<file path="config.mk">
export PLATFORM = sky130hd
export DESIGN_NAME = rr_grant_scheduler
export DESIGN_NICKNAME = d
export VERILOG_FILES = /design/src/rtl/rr_grant_scheduler_pkg.sv /design/src/rtl/rr_grant_scheduler_pick.sv /design/src/rtl/rr_grant_scheduler.sv
export SDC_FILE = /design/constraint.sdc
export NUM_CORES = 1
export LEC_CHECK = 0
export BUFFER_PORTS_ARGS = -buffer_cell sky130_fd_sc_hd__buf_2
export CORE_AREA = 3 3 40 42
export CTS_CLUSTER_SIZE = 24
export DETAILED_ROUTE_END_ITERATION = 10
export DIE_AREA = 0 0 43 45
export GPL_TIMING_DRIVEN = 0
export SETUP_SLACK_MARGIN = 0.5
export SLEW_MARGIN = 20
export SYNTH_ARGS = -nofsm -noshare
export SYNTH_HDL_FRONTEND = slang
export SYNTH_SLANG_ARGS = --single-unit
</file>
<file path="constraint.sdc">
create_clock -name clk -period 3.05 [get_ports clk]
set_clock_uncertainty 0.2 [all_clocks]
set_input_delay 0.305 -clock clk [delete_from_list [all_inputs] [get_ports clk]]
set_output_delay 0.305 -clock clk [all_outputs]
set_load 0.05 [all_outputs]
</file>
<file path="src/rtl/rr_grant_scheduler_pkg.sv">
// ----------------------------------------------------------------------------
// rr_grant_scheduler_pkg
//
// Shared definitions for the four-way round-robin grant scheduler:
//   - state_e      : scheduler state (IDLE, GRANT)
//   - NUM_REQ      : number of requesters sharing the resource
//   - IDX_W        : width of a requester index
//   - decode_idx() : 2-to-4 decoder with enable, used to build the one-hot
//                    grant vector from the registered grant index
// ----------------------------------------------------------------------------
package rr_grant_scheduler_pkg;

  localparam int NUM_REQ = 4;
  localparam int IDX_W   = 2;

  typedef enum logic {
    IDLE  = 1'b0,
    GRANT = 1'b1
  } state_e;

  // One-hot decode of an index; all zero when the enable is low, so the
  // result can never be multi-hot.
  function automatic logic [NUM_REQ-1:0] decode_idx(input logic [IDX_W-1:0] idx,
                                                    input logic             enable);
    logic [NUM_REQ-1:0] onehot;
    onehot = '0;
    if (enable) begin
      onehot[idx] = 1'b1;
    end
    return onehot;
  endfunction

endpackage

</file>
<file path="src/rtl/rr_grant_scheduler_pick.sv">
// ----------------------------------------------------------------------------
// rr_pick
//
// Purely combinational rotating-priority search. Starting at ptr and walking
// ptr, ptr+1, ptr+2, ptr+3 (mod 4), it reports the first asserted request.
//
// Ports:
//   req   in  [3:0]  request lines, bit i = requester i
//   ptr   in  [1:0]  highest-priority index
//   valid out        at least one request is asserted
//   idx   out [1:0]  first requester found in search order (ptr when !valid)
// ----------------------------------------------------------------------------
module rr_pick
  import rr_grant_scheduler_pkg::*;
(
  input  logic [NUM_REQ-1:0] req,
  input  logic [IDX_W-1:0]   ptr,
  output logic               valid,
  output logic [IDX_W-1:0]   idx
);

  logic [IDX_W-1:0] cand;

  // Walk the four positions in priority order; the first hit wins because
  // later hits are masked by valid already being set.
  always_comb begin
    valid = 1'b0;
    idx   = ptr;
    cand  = ptr;
    for (int k = 0; k < NUM_REQ; k++) begin
      cand = ptr + IDX_W'(k);
      if (!valid && req[cand]) begin
        valid = 1'b1;
        idx   = cand;
      end
    end
  end

endmodule

</file>
<file path="src/rtl/rr_grant_scheduler.sv">
// ----------------------------------------------------------------------------
// rr_grant_scheduler
//
// Shares one resource among four requesters. A grant is held until the owner
// signals done or drops its request, after which priority rotates to the
// requester after the owner so no one starves. Every release passes through
// at least one IDLE cycle before the next grant.
//
// Parameters:
//   TIMEOUT_CYCLES  maximum grant length (2..255), only with GRANT_TIMEOUT_EN
//
// Ports:
//   clk        in        rising-edge clock
//   reset      in        synchronous, active-high reset
//   en         in        arbitration enable (gates new grants only)
//   req        in  [3:0] request lines
//   done       in        release strobe from the current owner
//   grant      out [3:0] one-hot grant, zero when idle
//   grant_idx  out [1:0] index of current or last owner
//   busy       out       high while a grant is held
//   timeout    out       one-cycle pulse after a forced release
//
// Build option:
//   GRANT_TIMEOUT_EN  when defined, an 8-bit hold counter force-releases a
//                     grant after TIMEOUT_CYCLES cycles; otherwise timeout
//                     is tied low and grants are held indefinitely.
// ----------------------------------------------------------------------------
module rr_grant_scheduler
  import rr_grant_scheduler_pkg::*;
#(
  parameter int TIMEOUT_CYCLES = 8
) (
  input  logic               clk,
  input  logic               reset,
  input  logic               en,
  input  logic [NUM_REQ-1:0] req,
  input  logic               done,
  output logic [NUM_REQ-1:0] grant,
  output logic [IDX_W-1:0]   grant_idx,
  output logic               busy,
  output logic               timeout
);

  if (TIMEOUT_CYCLES < 2 || TIMEOUT_CYCLES > 255) begin : g_bad_timeout
    $error("rr_grant_scheduler: TIMEOUT_CYCLES must be within 2..255");
  end

  state_e           state_q, state_d;
  logic [IDX_W-1:0] grant_idx_q, grant_idx_d;
  logic [IDX_W-1:0] ptr_q, ptr_d;
  logic             pick_valid;
  logic [IDX_W-1:0] pick_idx;
  logic             release_normal;
  logic             release_forced;

  rr_pick u_pick (
    .req   (req),
    .ptr   (ptr_q),
    .valid (pick_valid),
    .idx   (pick_idx)
  );

  // done and a dropped owner request are the same kind of release; both may
  // be true in one cycle and still count as a single release.
  assign release_normal = done | ~req[grant_idx_q];

`ifdef GRANT_TIMEOUT_EN
  localparam logic [7:0] HOLD_LAST = 8'(TIMEOUT_CYCLES - 1);

  logic [7:0] hold_q, hold_d;
  logic       timeout_q;

  // Counter sits at zero in IDLE, so the first GRANT cycle sees zero and the
  // last allowed cycle sees TIMEOUT_CYCLES-1.
  assign hold_d = (state_q == GRANT) ? hold_q + 8'd1 : 8'd0;

  // Expiry only counts as forced when no normal cause is present, which
  // keeps timeout low when done coincides with expiry.
  assign release_forced = (hold_q == HOLD_LAST) & ~release_normal;

  // The pulse is registered on the releasing edge, so it appears during the
  // first IDLE cycle and lasts exactly one cycle.
  always_ff @(posedge clk) begin
    if (reset) begin
      hold_q    <= 8'd0;
      timeout_q <= 1'b0;
    end else begin
      hold_q    <= hold_d;
      timeout_q <= (state_q == GRANT) & release_forced;
    end
  end

  assign timeout = timeout_q;
`else
  assign release_forced = 1'b0;
  assign timeout        = 1'b0;
`endif

  // State, grant index and priority pointer registers.
  always_ff @(posedge clk) begin
    if (reset) begin
      state_q     <= IDLE;
      grant_idx_q <= '0;
      ptr_q       <= '0;
    end else begin
      state_q     <= state_d;
      grant_idx_q <= grant_idx_d;
      ptr_q       <= ptr_d;
    end
  end

  // Next-state logic. IDLE only grants when enabled; GRANT ignores en and
  // other requesters until the owner releases, then hands priority to the
  // index just after the owner (2-bit wrap makes 3 roll over to 0).
  always_comb begin
    state_d     = state_q;
    grant_idx_d = grant_idx_q;
    ptr_d       = ptr_q;
    case (state_q)
      IDLE: begin
        if (en && pick_valid) begin
          state_d     = GRANT;
          grant_idx_d = pick_idx;
        end
      end
      GRANT: begin
        if (release_normal || release_forced) begin
          state_d = IDLE;
          ptr_d   = grant_idx_q + IDX_W'(1);
        end
      end
      default: begin
        state_d = IDLE;
      end
    endcase
  end

  // Outputs come straight from registers; grant is a decode of the
  // registered index enabled by the registered busy state.
  assign busy      = (state_q == GRANT);
  assign grant_idx = grant_idx_q;
  assign grant     = decode_idx(grant_idx_q, busy);

endmodule

</file>
==> flow_summary_export.csv <==
group,metric,value,unit
layout,stdcell_count,79,
logic_synthesis,yosysWarningCount,0,
power,p_comb_share,26.2,%
floorplanning,die-area,0.00194,mm2
logic_synthesis,avgSynthCellArea,8.49,um2
floorplanning,core,0.00128,mm2
route,viasPerCell,4.73,
cts,clock_latency,0.24,ns
layout,syn_to_final_growth,29.5,%
worst_hold_path,hold_path_class,"in2reg",
critical_path,cp_max_fo,7,
power,p_seq_share,36.9,%
logic_synthesis,synth-seq-area-share,25.6,%
status,status,"complete, no violations",
place,place_ws,1.34,ns
logic_synthesis,muxShareOfSynthArea,10.3,%
cts,clk_pin_slew,0.04,ns
route,post-route-drc-count,0,
floorplanning,start_util,30.4,%
route,post_drt_wl_per_cell,10.5,um
critical_path,worst-path-buf-inv,2,
sta,tns,0,ns
place,place_inst,75,
sta,min_period,1.87,ns
critical_path,ff2ff_setup_slack,1.46,ns
logic_synthesis,synth_compound_area_share,19.2,%
logic_synthesis,synth_area_leaders,"dfxtp_1, ha_1, mux2i_1",
route,drt_pass1_iterations,3,
layout,diodes,0,
critical_path,cp_slowest_cell,"dfxtp_1",
critical_path,r2r_start,"ptr_q[1]",
logic_synthesis,synth_xor_area_share,0,%
place,place.gp.congestion,0.726,
job,drv_cap,0,
route,drt_wl_total,831,um
cts,h-tree-depth,1,
logic_synthesis,synthDistinctLibCells,21,
floorplanning,io_pins,16,
critical_path,critPathLaunch,"grant_idx[0]",
floorplanning,dieHeight,45,um
global_route,grt_start_max_net_pins,9,
cts,cts-buffers-inserted,3,
power,p_sw_share,32.6,%
sta,maxSlewHeadroom,51.0,%
logic_synthesis,synthSimpleGateAreaFrac,26.3,%
global_route,globalRouteOverflowTotal,0,
logic_synthesis,syn_inst,46,
floorplanning,rows,13,
sta,min_period_over_period,61.5,%
floorplanning,die_w,43,um
sta,setup_viol,0,
critical_path,cpPeakStageDelay,0.46,ns
power,p_leak,0.227,nW
global_route,antenna_found_initial,0,
cts,postCtsSetupRepairBufs,0,
critical_path,worstPathArrival,1.37,ns
critical_path,crit_chain,"inv_1, ha_1, and2_1, buf_2",
logic_synthesis,synth_top_family_by_area,"simple AND/OR/NAND/NOR gates",
critical_path,cp-start-kind,"flip-flop",
power,ir_drop,0.305,mV
worst_hold_path,min-delay-start,"reset",
power,p_clk_share,36.9,%
logic_synthesis,synth_fp_nets,58,
logic_synthesis,yosys.area.top_type,"dfxtp_1",
sta,rsz0062_at_grt,"no",
layout,final_layout_size_suffix_gt1_share,31.3,%
place,hpwlAfterDp,662,um
global_route,grt_pass1_vias,360,
critical_path,crit_type,"reg2out",
cts,post_cts_resized,0,
cts,cts.sinks,5,
sta,timing.final.ws_setup,1.18,ns
logic_synthesis,netlist_area,390,um2
sta,slew_violations,0,
global_route,grt_pass1_wl,1.45,mm
sta,tightest_slew,0.726,ns
place,dpl_cell_area,479,um2
logic_synthesis,ys_seq_elements,5,
route,drt_iter0_markers,4,
critical_path,worst_setup_path_end_kind,"output pin",
cts,cts_buffer_depth,2,
power,p_per_area,403,mW/mm2
layout,final_area,505,um2
layout,fillers,140,
cts,cts_tree,"yes",
logic_synthesis,yosys.area.top_type_share,25.6,%
layout,final_util,39.3,%
power,p_sw,66.5,uW
sta,finalHoldViolCount,0,
critical_path,path_delay_family,"flip-flops",
cts,cts_root_buf,"clkbuf_4",
global_route,track_usage,9.76,%
logic_synthesis,yosys.area_share.adder,12.8,%
critical_path,crit_required,2.54,ns
sta,fmax,533,MHz
layout,nNetsFinal,77,
route,route.vias.total,374,
route,antenna_left,0,
cts,holdBufCountCts,0,
power,p_int,137,uW
place,port-buffer-count,14,
## cell type report
cell class	instances	area (um2)	area share, %
buffer	1	7.51	1.49
clock buffer	4	26.3	5.20
inverter	3	11.3	2.23
multi-input combinational	37	272	53.7
sequential	5	100	19.8
tap	15	18.8	3.71
timing repair buffer	14	70.1	13.9
## Yosys cell counts (all sizes together)
library cell and number:
inv 3, nor2b 1, o41ai 2, nor2 4, nor3b 2, buf 1
o221ai 1, mux2i 4, or2 1, a211oi 1, nand2 3, ha 4
a21oi 4, a2111oi 1, and2 4, dfxtp 5, o22ai 1, nand3b 1
nand2b 1, conb 1, or4b 1
## routing by layer
metal  GRT usage, %  part of all wire, %  vias to the layer above
met4              0                    0                        0
met1           12.6                   48                      159
li1               -                    -                      199
met5              0                    0                        -
met3           4.78                   10                        0
met2           15.9                   42                       16
## through the flow
| stage | hold WS, ns | power (mW) |
|---|---|---|
| CTS | 0.0981 | 0.207 |
| finish | 0.100 | 0.204 |
| global placement | 0.302 | 0.129 |
| detailed placement | 0.300 | 0.130 |
| global route | 0.107 | 0.222 |
| floorplan | 0.174 | 0.113 |
## flip-flops by register name (all words and copies together) (netlist names)
register / cells
ptr_q: 2
busy: 1
grant_idx: 2
## cell families (layout without fill, tap and decap cells)
kind of cell / Yosys count / after routing
AOI/OAI and AO/OA: 10 / 10
adders and majority gates: 4 / 4
buffers and inverters: 4 / 22
DFF: 5 / 5
muxes: 4 / 4
other: 1 / 1
and+or+nand+nor: 18 / 18
## power groups by stage
stage	Combinational [mW]	Sequential, mW	Clock [mW]
2_1_floorplan	0.0296	0.0838	0
3_3_place_gp	0.0527	0.0766	0
3_5_place_dp	0.0535	0.0766	0
4_1_cts	0.0537	0.0754	0.0778
5_1_grt	0.0586	0.0763	0.0869
6_report	0.0534	0.0753	0.0753
## worst paths after layout
check | endpoint | cells after the start
min | busy | 2
max reg2reg | grant_idx[0] | 4
min reg2reg | ptr_q[0] | 2
max | grant[2] | 4
## worst register-to-register path: stages (launching register included)
cell	delay, ns
dfxtp_1	0.42
mux2i_1	0.23
nor2_1	0.05
or4b_1	0.49
a21oi_1	0.13
## placed cells by master (no fill, tap or decap), drive strengths merged
cell type / netlist / layout
buf: 1 / 15
dfxtp: 5 / 5
and2: 4 / 4
a21oi: 4 / 4
nor2: 4 / 4
mux2i: 4 / 4
ha: 4 / 4
clkbuf: 0 / 4
inv: 3 / 3
nand2: 3 / 3
o41ai: 2 / 2
nor3b: 2 / 2
nor2b: 1 / 1
a2111oi: 1 / 1
nand3b: 1 / 1
or2: 1 / 1
nand2b: 1 / 1
o221ai: 1 / 1
or4b: 1 / 1
a211oi: 1 / 1
o22ai: 1 / 1
conb: 1 / 1
(Power assumes the default switching activity.)
